### config.mk
export PLATFORM = sky130hd
export DESIGN_NAME = state_predict_seq_flat
export DESIGN_NICKNAME = d
export VERILOG_FILES = /design/src/rtl/state_predict_seq_if.sv /design/src/rtl/state_predict_seq.sv /design/src/flat_wrapper.sv
export SDC_FILE = /design/constraint.sdc
export NUM_CORES = 2
export LEC_CHECK = 0
export CORE_AREA = 4 4 545 547
export CTS_BUF_LIST = sky130_fd_sc_hd__clkbuf_8
export CTS_CLUSTER_SIZE = 28
export DETAILED_ROUTE_END_ITERATION = 10
export DIE_AREA = 0 0 549 551
export GPL_TIMING_DRIVEN = 0
export PLACE_DENSITY_LB_ADDON = 0.12
export RECOVER_POWER = 100
export SYNTH_ARGS = -nofsm -noshare
export SYNTH_HDL_FRONTEND = slang
export SYNTH_SLANG_ARGS = --single-unit
### constraint.sdc
create_clock -name clk -period 12.9 [get_ports clk]
set_input_delay 1.29 -clock clk [delete_from_list [all_inputs] [get_ports clk]]
set_output_delay 1.29 -clock clk [all_outputs]
set_load 0.02 [all_outputs]
### src/rtl/state_predict_seq_if.sv
// Handshake and data bundle for the sequential EKF state-prediction stage.
// The master side drives start and the sampled inputs; the slave side returns the predicted state, Jacobian and overflow flag.
interface state_predict_seq_if #(
    parameter int N = 32
);
    logic                  start;
    logic signed [N-1:0]   ialpha;
    logic signed [N-1:0]   ibeta;
    logic signed [N-1:0]   valpha;
    logic signed [N-1:0]   vbeta;
    logic signed [N-1:0]   omega;
    logic signed [N-1:0]   theta;
    logic signed [N-1:0]   stheta;
    logic signed [N-1:0]   ctheta;
    logic                  busy;
    logic                  done;
    logic signed [N-1:0]   ialphae;
    logic signed [N-1:0]   ibetae;
    logic signed [N-1:0]   omegae;
    logic signed [N-1:0]   thetae;
    logic [16*N-1:0]       F;
    logic [16*N-1:0]       F_transpose;
    logic                  ovf;

    modport master (
        output start, ialpha, ibeta, valpha, vbeta, omega, theta, stheta, ctheta,
        input  busy, done, ialphae, ibetae, omegae, thetae, F, F_transpose, ovf
    );

    modport slave (
        input  start, ialpha, ibeta, valpha, vbeta, omega, theta, stheta, ctheta,
        output busy, done, ialphae, ibetae, omegae, thetae, F, F_transpose, ovf
    );
endinterface

### src/rtl/state_predict_seq.sv
// EKF state prediction using one time-shared Q-format multiplier, with theta wrapping and a sticky overflow flag.
// Define STATE_PREDICT_SAT_EN to clamp the ialpha/ibeta sums to the N-bit range and report each clamp on ovf.
module state_predict_seq #(
    parameter int N         = 32,
    parameter int Q         = 18,
    parameter int TS_LS     = 124,
    parameter int RS_TS_LS  = 183,
    parameter int LAM_TS_LS = 25,
    parameter int T_Q       = 2,
    parameter int PI_Q      = 823550
) (
    input logic                clk,
    input logic                reset,
    state_predict_seq_if.slave bus
);

    localparam logic signed [N-1:0]   TS_W     = N'(TS_LS);
    localparam logic signed [N-1:0]   RS_W     = N'(RS_TS_LS);
    localparam logic signed [N-1:0]   LAM_W    = N'(LAM_TS_LS);
    localparam logic signed [N-1:0]   TQ_W     = N'(T_Q);
    localparam logic signed [N-1:0]   SF_W     = N'(1 << Q);
    localparam logic signed [N-1:0]   F_DIAG   = SF_W - RS_W;
    localparam logic signed [N+1:0]   PI_W     = (N+2)'(PI_Q);
    localparam logic signed [N+1:0]   TWO_PI_W = PI_W + PI_W;

    typedef enum logic [1:0] {IDLE, MUL, SUM, DONE} stateT;

    stateT               state;
    stateT               nextState;
    logic [3:0]          cnt;
    logic                accept;
    logic                ovfAcc;

    logic signed [N-1:0] ialphaR, ibetaR, valphaR, vbetaR;
    logic signed [N-1:0] omegaR, thetaR, sthetaR, cthetaR;
    logic signed [N-1:0] prod [0:8];

    logic signed [N-1:0] ialphaeR, ibetaeR, omegaeR, thetaeR;
    logic [16*N-1:0]     fR, ftR;
    logic                ovfR;

    logic signed [N-1:0]   mulA, mulB, mulRes;
    logic signed [2*N-1:0] fullProd, shifted;
    logic                  mulOvf;

    logic signed [N-1:0] ialphaeNext, ibetaeNext, thetaeNext;
    logic signed [N+1:0] thetaSum;
    logic                sumOvf;
    logic [16*N-1:0]     fNext, ftNext;

    assign accept = bus.start && ((state == IDLE) || (state == DONE));

    always_ff @(posedge clk) begin
        if (!reset) begin
            state <= IDLE;
        end else begin
            state <= nextState;
        end
    end

    always_comb begin
        nextState = state;
        case (state)
            IDLE:    if (bus.start) nextState = MUL;
            MUL:     if (cnt == 4'd8) nextState = SUM;
            SUM:     nextState = DONE;
            DONE:    nextState = bus.start ? MUL : IDLE;
            default: nextState = IDLE;
        endcase
    end

    // Step k of the schedule selects operands; steps 3 and 7 reuse products registered earlier in the run.
    always_comb begin
        mulA = '0;
        mulB = '0;
        case (cnt)
            4'd0:    begin mulA = valphaR; mulB = TS_W;    end
            4'd1:    begin mulA = ialphaR; mulB = RS_W;    end
            4'd2:    begin mulA = sthetaR; mulB = LAM_W;   end
            4'd3:    begin mulA = omegaR;  mulB = prod[2]; end
            4'd4:    begin mulA = vbetaR;  mulB = TS_W;    end
            4'd5:    begin mulA = ibetaR;  mulB = RS_W;    end
            4'd6:    begin mulA = cthetaR; mulB = LAM_W;   end
            4'd7:    begin mulA = omegaR;  mulB = prod[6]; end
            4'd8:    begin mulA = omegaR;  mulB = TQ_W;    end
            default: ;
        endcase
        fullProd = (2*N)'(mulA) * (2*N)'(mulB);
        shifted  = fullProd >>> Q;
        mulRes   = shifted[N-1:0];
        mulOvf   = !((&shifted[2*N-1:N-1]) || !(|shifted[2*N-1:N-1]));
    end

`ifdef STATE_PREDICT_SAT_EN
    localparam logic signed [N+1:0] SAT_MAX = {3'b000, {(N-1){1'b1}}};
    localparam logic signed [N+1:0] SAT_MIN = {3'b111, {(N-1){1'b0}}};
    logic signed [N+1:0] iaWide, ibWide;
`endif

    // Theta wraps on the unclamped wide sum so the wrap is exact regardless of saturation.
    always_comb begin
        thetaSum = (N+2)'(thetaR) + (N+2)'(prod[8]);
        if (thetaSum >= PI_W) begin
            thetaeNext = N'(thetaSum - TWO_PI_W);
        end else if (thetaSum < -PI_W) begin
            thetaeNext = N'(thetaSum + TWO_PI_W);
        end else begin
            thetaeNext = N'(thetaSum);
        end
`ifdef STATE_PREDICT_SAT_EN
        sumOvf = 1'b0;
        iaWide = (N+2)'(ialphaR) + (N+2)'(prod[0]) - (N+2)'(prod[1]) + (N+2)'(prod[3]);
        ibWide = (N+2)'(ibetaR) + (N+2)'(prod[4]) - (N+2)'(prod[5]) - (N+2)'(prod[7]);
        if (iaWide > SAT_MAX) begin
            ialphaeNext = N'(SAT_MAX);
            sumOvf      = 1'b1;
        end else if (iaWide < SAT_MIN) begin
            ialphaeNext = N'(SAT_MIN);
            sumOvf      = 1'b1;
        end else begin
            ialphaeNext = N'(iaWide);
        end
        if (ibWide > SAT_MAX) begin
            ibetaeNext = N'(SAT_MAX);
            sumOvf     = 1'b1;
        end else if (ibWide < SAT_MIN) begin
            ibetaeNext = N'(SAT_MIN);
            sumOvf     = 1'b1;
        end else begin
            ibetaeNext = N'(ibWide);
        end
`else
        sumOvf      = 1'b0;
        ialphaeNext = ialphaR + prod[0] - prod[1] + prod[3];
        ibetaeNext  = ibetaR + prod[4] - prod[5] - prod[7];
`endif
    end

    always_comb begin
        fNext             = '0;
        fNext[0*N +: N]   = F_DIAG;
        fNext[2*N +: N]   = prod[2];
        fNext[3*N +: N]   = prod[7];
        fNext[5*N +: N]   = F_DIAG;
        fNext[6*N +: N]   = -prod[6];
        fNext[7*N +: N]   = prod[3];
        fNext[10*N +: N]  = SF_W;
        fNext[14*N +: N]  = TQ_W;
        fNext[15*N +: N]  = SF_W;
        ftNext = '0;
        for (int r = 0; r < 4; r++) begin
            for (int c = 0; c < 4; c++) begin
                ftNext[(4*r+c)*N +: N] = fNext[(4*c+r)*N +: N];
            end
        end
    end

    always_ff @(posedge clk) begin
        if (!reset) begin
            cnt      <= '0;
            ovfAcc   <= 1'b0;
            ialphaR  <= '0;
            ibetaR   <= '0;
            valphaR  <= '0;
            vbetaR   <= '0;
            omegaR   <= '0;
            thetaR   <= '0;
            sthetaR  <= '0;
            cthetaR  <= '0;
            for (int k = 0; k < 9; k++) prod[k] <= '0;
            ialphaeR <= '0;
            ibetaeR  <= '0;
            omegaeR  <= '0;
            thetaeR  <= '0;
            fR       <= '0;
            ftR      <= '0;
            ovfR     <= 1'b0;
        end else if (accept) begin
            cnt     <= '0;
            ovfAcc  <= 1'b0;
            ialphaR <= bus.ialpha;
            ibetaR  <= bus.ibeta;
            valphaR <= bus.valpha;
            vbetaR  <= bus.vbeta;
            omegaR  <= bus.omega;
            thetaR  <= bus.theta;
            sthetaR <= bus.stheta;
            cthetaR <= bus.ctheta;
        end else if (state == MUL) begin
            prod[cnt] <= mulRes;
            ovfAcc    <= ovfAcc | mulOvf;
            cnt       <= cnt + 4'd1;
        end else if (state == SUM) begin
            ialphaeR <= ialphaeNext;
            ibetaeR  <= ibetaeNext;
            omegaeR  <= omegaR;
            thetaeR  <= thetaeNext;
            fR       <= fNext;
            ftR      <= ftNext;
            ovfR     <= ovfAcc | sumOvf;
        end
    end

    assign bus.busy        = (state == MUL) || (state == SUM);
    assign bus.done        = (state == DONE);
    assign bus.ialphae     = ialphaeR;
    assign bus.ibetae      = ibetaeR;
    assign bus.omegae      = omegaeR;
    assign bus.thetae      = thetaeR;
    assign bus.F           = fR;
    assign bus.F_transpose = ftR;
    assign bus.ovf         = ovfR;

endmodule
### src/flat_wrapper.sv
// flat-port wrapper written by rule: the top's interface ports become plain ports
module state_predict_seq_flat 
#(
    parameter int N         = 32,
    parameter int Q         = 18,
    parameter int TS_LS     = 124,
    parameter int RS_TS_LS  = 183,
    parameter int LAM_TS_LS = 25,
    parameter int T_Q       = 2,
    parameter int PI_Q      = 823550
)
  (clk, reset, bus_start, bus_ialpha, bus_ibeta, bus_valpha, bus_vbeta, bus_omega, bus_theta, bus_stheta, bus_ctheta, bus_busy, bus_done, bus_ialphae, bus_ibetae, bus_omegae, bus_thetae, bus_F, bus_F_transpose, bus_ovf);
  state_predict_seq_if #(.N(N)) bus_i ();
  input logic clk;
  input logic reset;
  input wire logic [$bits(bus_i.start)-1:0] bus_start;
  input wire logic [$bits(bus_i.ialpha)-1:0] bus_ialpha;
  input wire logic [$bits(bus_i.ibeta)-1:0] bus_ibeta;
  input wire logic [$bits(bus_i.valpha)-1:0] bus_valpha;
  input wire logic [$bits(bus_i.vbeta)-1:0] bus_vbeta;
  input wire logic [$bits(bus_i.omega)-1:0] bus_omega;
  input wire logic [$bits(bus_i.theta)-1:0] bus_theta;
  input wire logic [$bits(bus_i.stheta)-1:0] bus_stheta;
  input wire logic [$bits(bus_i.ctheta)-1:0] bus_ctheta;
  output wire logic [$bits(bus_i.busy)-1:0] bus_busy;
  output wire logic [$bits(bus_i.done)-1:0] bus_done;
  output wire logic [$bits(bus_i.ialphae)-1:0] bus_ialphae;
  output wire logic [$bits(bus_i.ibetae)-1:0] bus_ibetae;
  output wire logic [$bits(bus_i.omegae)-1:0] bus_omegae;
  output wire logic [$bits(bus_i.thetae)-1:0] bus_thetae;
  output wire logic [$bits(bus_i.F)-1:0] bus_F;
  output wire logic [$bits(bus_i.F_transpose)-1:0] bus_F_transpose;
  output wire logic [$bits(bus_i.ovf)-1:0] bus_ovf;
  assign bus_i.start = bus_start;
  assign bus_i.ialpha = bus_ialpha;
  assign bus_i.ibeta = bus_ibeta;
  assign bus_i.valpha = bus_valpha;
  assign bus_i.vbeta = bus_vbeta;
  assign bus_i.omega = bus_omega;
  assign bus_i.theta = bus_theta;
  assign bus_i.stheta = bus_stheta;
  assign bus_i.ctheta = bus_ctheta;
  assign bus_busy = bus_i.busy;
  assign bus_done = bus_i.done;
  assign bus_ialphae = bus_i.ialphae;
  assign bus_ibetae = bus_i.ibetae;
  assign bus_omegae = bus_i.omegae;
  assign bus_thetae = bus_i.thetae;
  assign bus_F = bus_i.F;
  assign bus_F_transpose = bus_i.F_transpose;
  assign bus_ovf = bus_i.ovf;
  state_predict_seq #(.N(N), .Q(Q), .TS_LS(TS_LS), .RS_TS_LS(RS_TS_LS), .LAM_TS_LS(LAM_TS_LS), .T_Q(T_Q), .PI_Q(PI_Q)) u_core (.clk(clk), .reset(reset), .bus(bus_i));
endmodule
==> metrics <==
status finished with violations; failing checks max-capacitance violations, max-slew violations; DRT iter0 DRCs between 6000 and 7000; Starting Density between 20% and 30%; Critical path buffers and inverters 9; initial antenna violation count 57; Synth area leaders fa_1, dfxtp_1, edfxtp_1; first-pass GRT wire length between 500 and 600 mm; drt wl/cell 29.6 um; Final Skew roughly 100 ps; Reg with most FFs u_core.prod; worst flop-to-flop path startpoint u_core.cnt[2]$_SDFFE_PP0N_; Die ar. between 300000 and 400000 sq um; vias in the first global route 69200; Critical Path Most Common Cell fa_1; Synth Instances slightly above 9000; max FFs per register roughly 290; cell area after layout 99700 sq um; reg2reg path depth 33; P_int between 10000 and 15000 uW; I/O Buffers about 700; H-tree depth 4; Worst VDD drop between 0.3 and 0.4 mV; sequential area share after synthesis about a quarter; FF+latch count, synth about 810; Crit path max-delay family adder cells; GRT Total Usage 28.1%; DRC 0; syn_area_per_cell 8.84 sq um; CTS Buf Count 158; Clk pwr share between 10% and 20%; PnR worst setup slack ~85 ps; Worst-path clk slew approximately 60 ps; Setup TNS 0 ps; Critical Path End u_core.prod[2][21]$_SDFFCE_PN0P_; Slowest Stage Delay on Critical Path approximately 960 ps; pre-CTS WS -2910 ps; DP Wirelength approximately 370 mm; Max Slew Vio Count between 300 and 400; hold crit path type flop to flop; Setup CP Type flop to flop; final hold vios 0; critical path required time between 10000 and 15000 ps; TritonCTS clock tree built; crit path capture type flop; clock sink total just over 800; Worst slew margin -49.4%; Netlist cell types between 90 and 100; power per cell area ~240 nW/um^2; post-synthesis async set-or-reset flop share 0%; Sw Share a little under three fifths; CP max stage cell clkbuf_1; share of the synthesized area in the top cell type between 20 and 30%; worst hold slack roughly 450 ps; Crit path depth 33; total grt overflow 0; Die Width about 550 um; Final Cycle Share about 99%; largest net degree at the start of global routing 54; Max Freq between 70 and 80 MHz; DP Area just under 100000 sq um; row count 199; RSZ-0062 raised after global routing true; IO Pins 1414; yosys warns 0; crit start category flop; Via density around 4.7; final net count 12500; total core area roughly 290000 sq um; crit path from u_core.cnt[2]$_SDFFE_PP0N_; Synth area leader fa_1; CP arrival ~13000 ps; Comb power frac between 70 and 80%; DRT antenna net count 0; flop2flop setup slack roughly 85 ps; CTS max path bufs 4; routed wire length approximately 440 mm; register share of total power between 10% and 20%; sw power 13600 uW; root buf cell clkbuf_8; P_leak between 0.04 and 0.05 uW; Slew @ Worst Pin 2240 ps; First-pass DRT Iterations 6; R2R Path End u_core.prod[2][21]$_SDFFCE_PN0P_; Vias about 69000; final setup fails 0; area grow syn2layout 23.8%; fin crit period between 10000 and 15000 ps; most common flop cell mapped by yosys dfxtp_1; Post-synth EDFFs approximately 290; layout cells sized above 1 about 13%; Post-Syn Area between 80000 and 90000 sq um; DIE HEIGHT ~550 um; RePlAce Congestion 1.02; maxcap violations 18; crit path max fanout 10; clock latency at the later pin of the worst-skew pair approximately 950 ps
==> repair_timing <==
action / in CTS / in global routing
endpoints found under the setup margin: 253 / 73
setup buffers: 18 / 11
hold buffers: 0 / 0
pin swaps: 15 / 7
gates resized for setup: 131 / 49
==> worst min path at each step <==
stage | slack [ps] | to | startpoint | cells past startpoint
after floorplan | 440 | u_core.valphaR[0]$_SDFFE_PN0P_ | u_core.valphaR[0]$_SDFFE_PN0P_ | 2
after global placement | 440 | u_core.cthetaR[27]$_SDFFE_PN0P_ | u_core.cthetaR[27]$_SDFFE_PN0P_ | 2
after detailed placement | 450 | u_core.valphaR[14]$_SDFFE_PN0P_ | u_core.valphaR[14]$_SDFFE_PN0P_ | 2
after CTS | 450 | u_core.vbetaR[28]$_SDFFE_PN0P_ | u_core.vbetaR[28]$_SDFFE_PN0P_ | 2
after global routing | 470 | u_core.vbetaR[29]$_SDFFE_PN0P_ | u_core.vbetaR[29]$_SDFFE_PN0P_ | 2
final | 450 | u_core.vbetaR[18]$_SDFFE_PN0P_ | u_core.vbetaR[18]$_SDFFE_PN0P_ | 2
==> logic make-up (layout without fill, tap and decap cells) <==
group | count (synthesis) | in the layout | share of synthesized area, %
fa+ha+maj | 1494 | 1494 | 34.5
other cells | 1 | 732 | 0.00466
xor+xnor | 182 | 182 | 2.01
buf+inv | 2602 | 3643 | 16.3
flops | 809 | 809 | 23.7
mux | 8 | 8 | 0.101
compound gates | 1148 | 1148 | 8.81
simple gates | 2864 | 2864 | 14.6
==> stage by stage <==
stage / total power, uW / instances / util [%]
6_report: 23700 / 14800 / 34.1
5_1_grt: 25000 / 14800 / 34.1
4_1_cts: 23600 / 14800 / 34.1
3_5_place_dp: 20700 / 14500 / 32.8
3_3_place_gp: 19500 / 14400 / 32.5
2_1_floorplan: 12300 / 9817 / -
==> area by class of cell <==
type | instances | area [sq um]
fillers | 30900 | 193000
multi-input cells | 6406 | 51400
flip-flops and latches | 809 | 19100
plain buffers | 1321 | 8490
repair buffers | 784 | 7980
well taps | 3919 | 4900
inverters | 1265 | 4750
clock buffers | 181 | 2490
clock inverters | 92 | 569
diodes | 22 | 55.1
==> worst min-delay path, delay by kind of cell, from the launching register on <==
family             cells  cell delay (ps)
DFF                    1              300
and+or+nand+nor        1               50
AOI/OAI and AO/OA      1               50
==> power groups by stage <==
stage | clock (uW) | sequential, uW | combinational, uW
floorplan | 0 | 3330 | 8990
global placement | 0 | 3460 | 16000
detailed placement | 0 | 3460 | 17200
CTS | 2730 | 3410 | 17500
global route | 2820 | 3430 | 18700
finish | 2670 | 3410 | 17600
==> Yosys cell counts, types with 25 or more instances <==
| library cell | n |
|---|---|
| nand2_1 | 1589 |
| inv_1 | 1264 |
| fa_1 | 1206 |
| buf_4 | 896 |
| nor2_1 | 890 |
| a21oi_1 | 595 |
| dfxtp_1 | 521 |
| clkbuf_1 | 418 |
| edfxtp_1 | 288 |
| ha_1 | 288 |
| xnor2_1 | 123 |
| a22oi_1 | 121 |
| o21ai_0 | 101 |
| a21o_1 | 67 |
| nand3_1 | 56 |
| xor2_1 | 56 |
| nand4_1 | 50 |
| nor3_1 | 45 |
| and4_1 | 35 |
| nand2b_1 | 30 |
| nor2b_1 | 27 |
| a22o_1 | 26 |
| or3_1 | 25 |
==> cells in the final DEF (no fill, tap or decap), drive strengths merged, types with 121 or more instances in the layout <==
| master | netlist | routed |
|---|---|---|
| a21oi | 595 | 595 |
| edfxtp | 288 | 288 |
| a22oi | 121 | 121 |
| nand2 | 1589 | 1589 |
| fa | 1206 | 1206 |
| buf | 918 | 935 |
| nor2 | 891 | 891 |
| dfxtp | 521 | 521 |
| xnor2 | 124 | 124 |
| ha | 288 | 288 |
| dlygate4sd3 | 0 | 392 |
| conb | 1 | 710 |
| inv | 1264 | 1311 |
| clkdlybuf4s50 | 0 | 311 |
| clkbuf | 419 | 642 |
==> per-layer routing <==
metal  vias up  GRT usage, %  wire length [um]
met5         -             0               111
met2      3231          43.9            195000
met3       663          6.38             37200
li1      30100             -                 -
met1     35300          35.5            174000
met4        16          17.0             32300
Note: power is estimated with default switching activity, not from simulation.
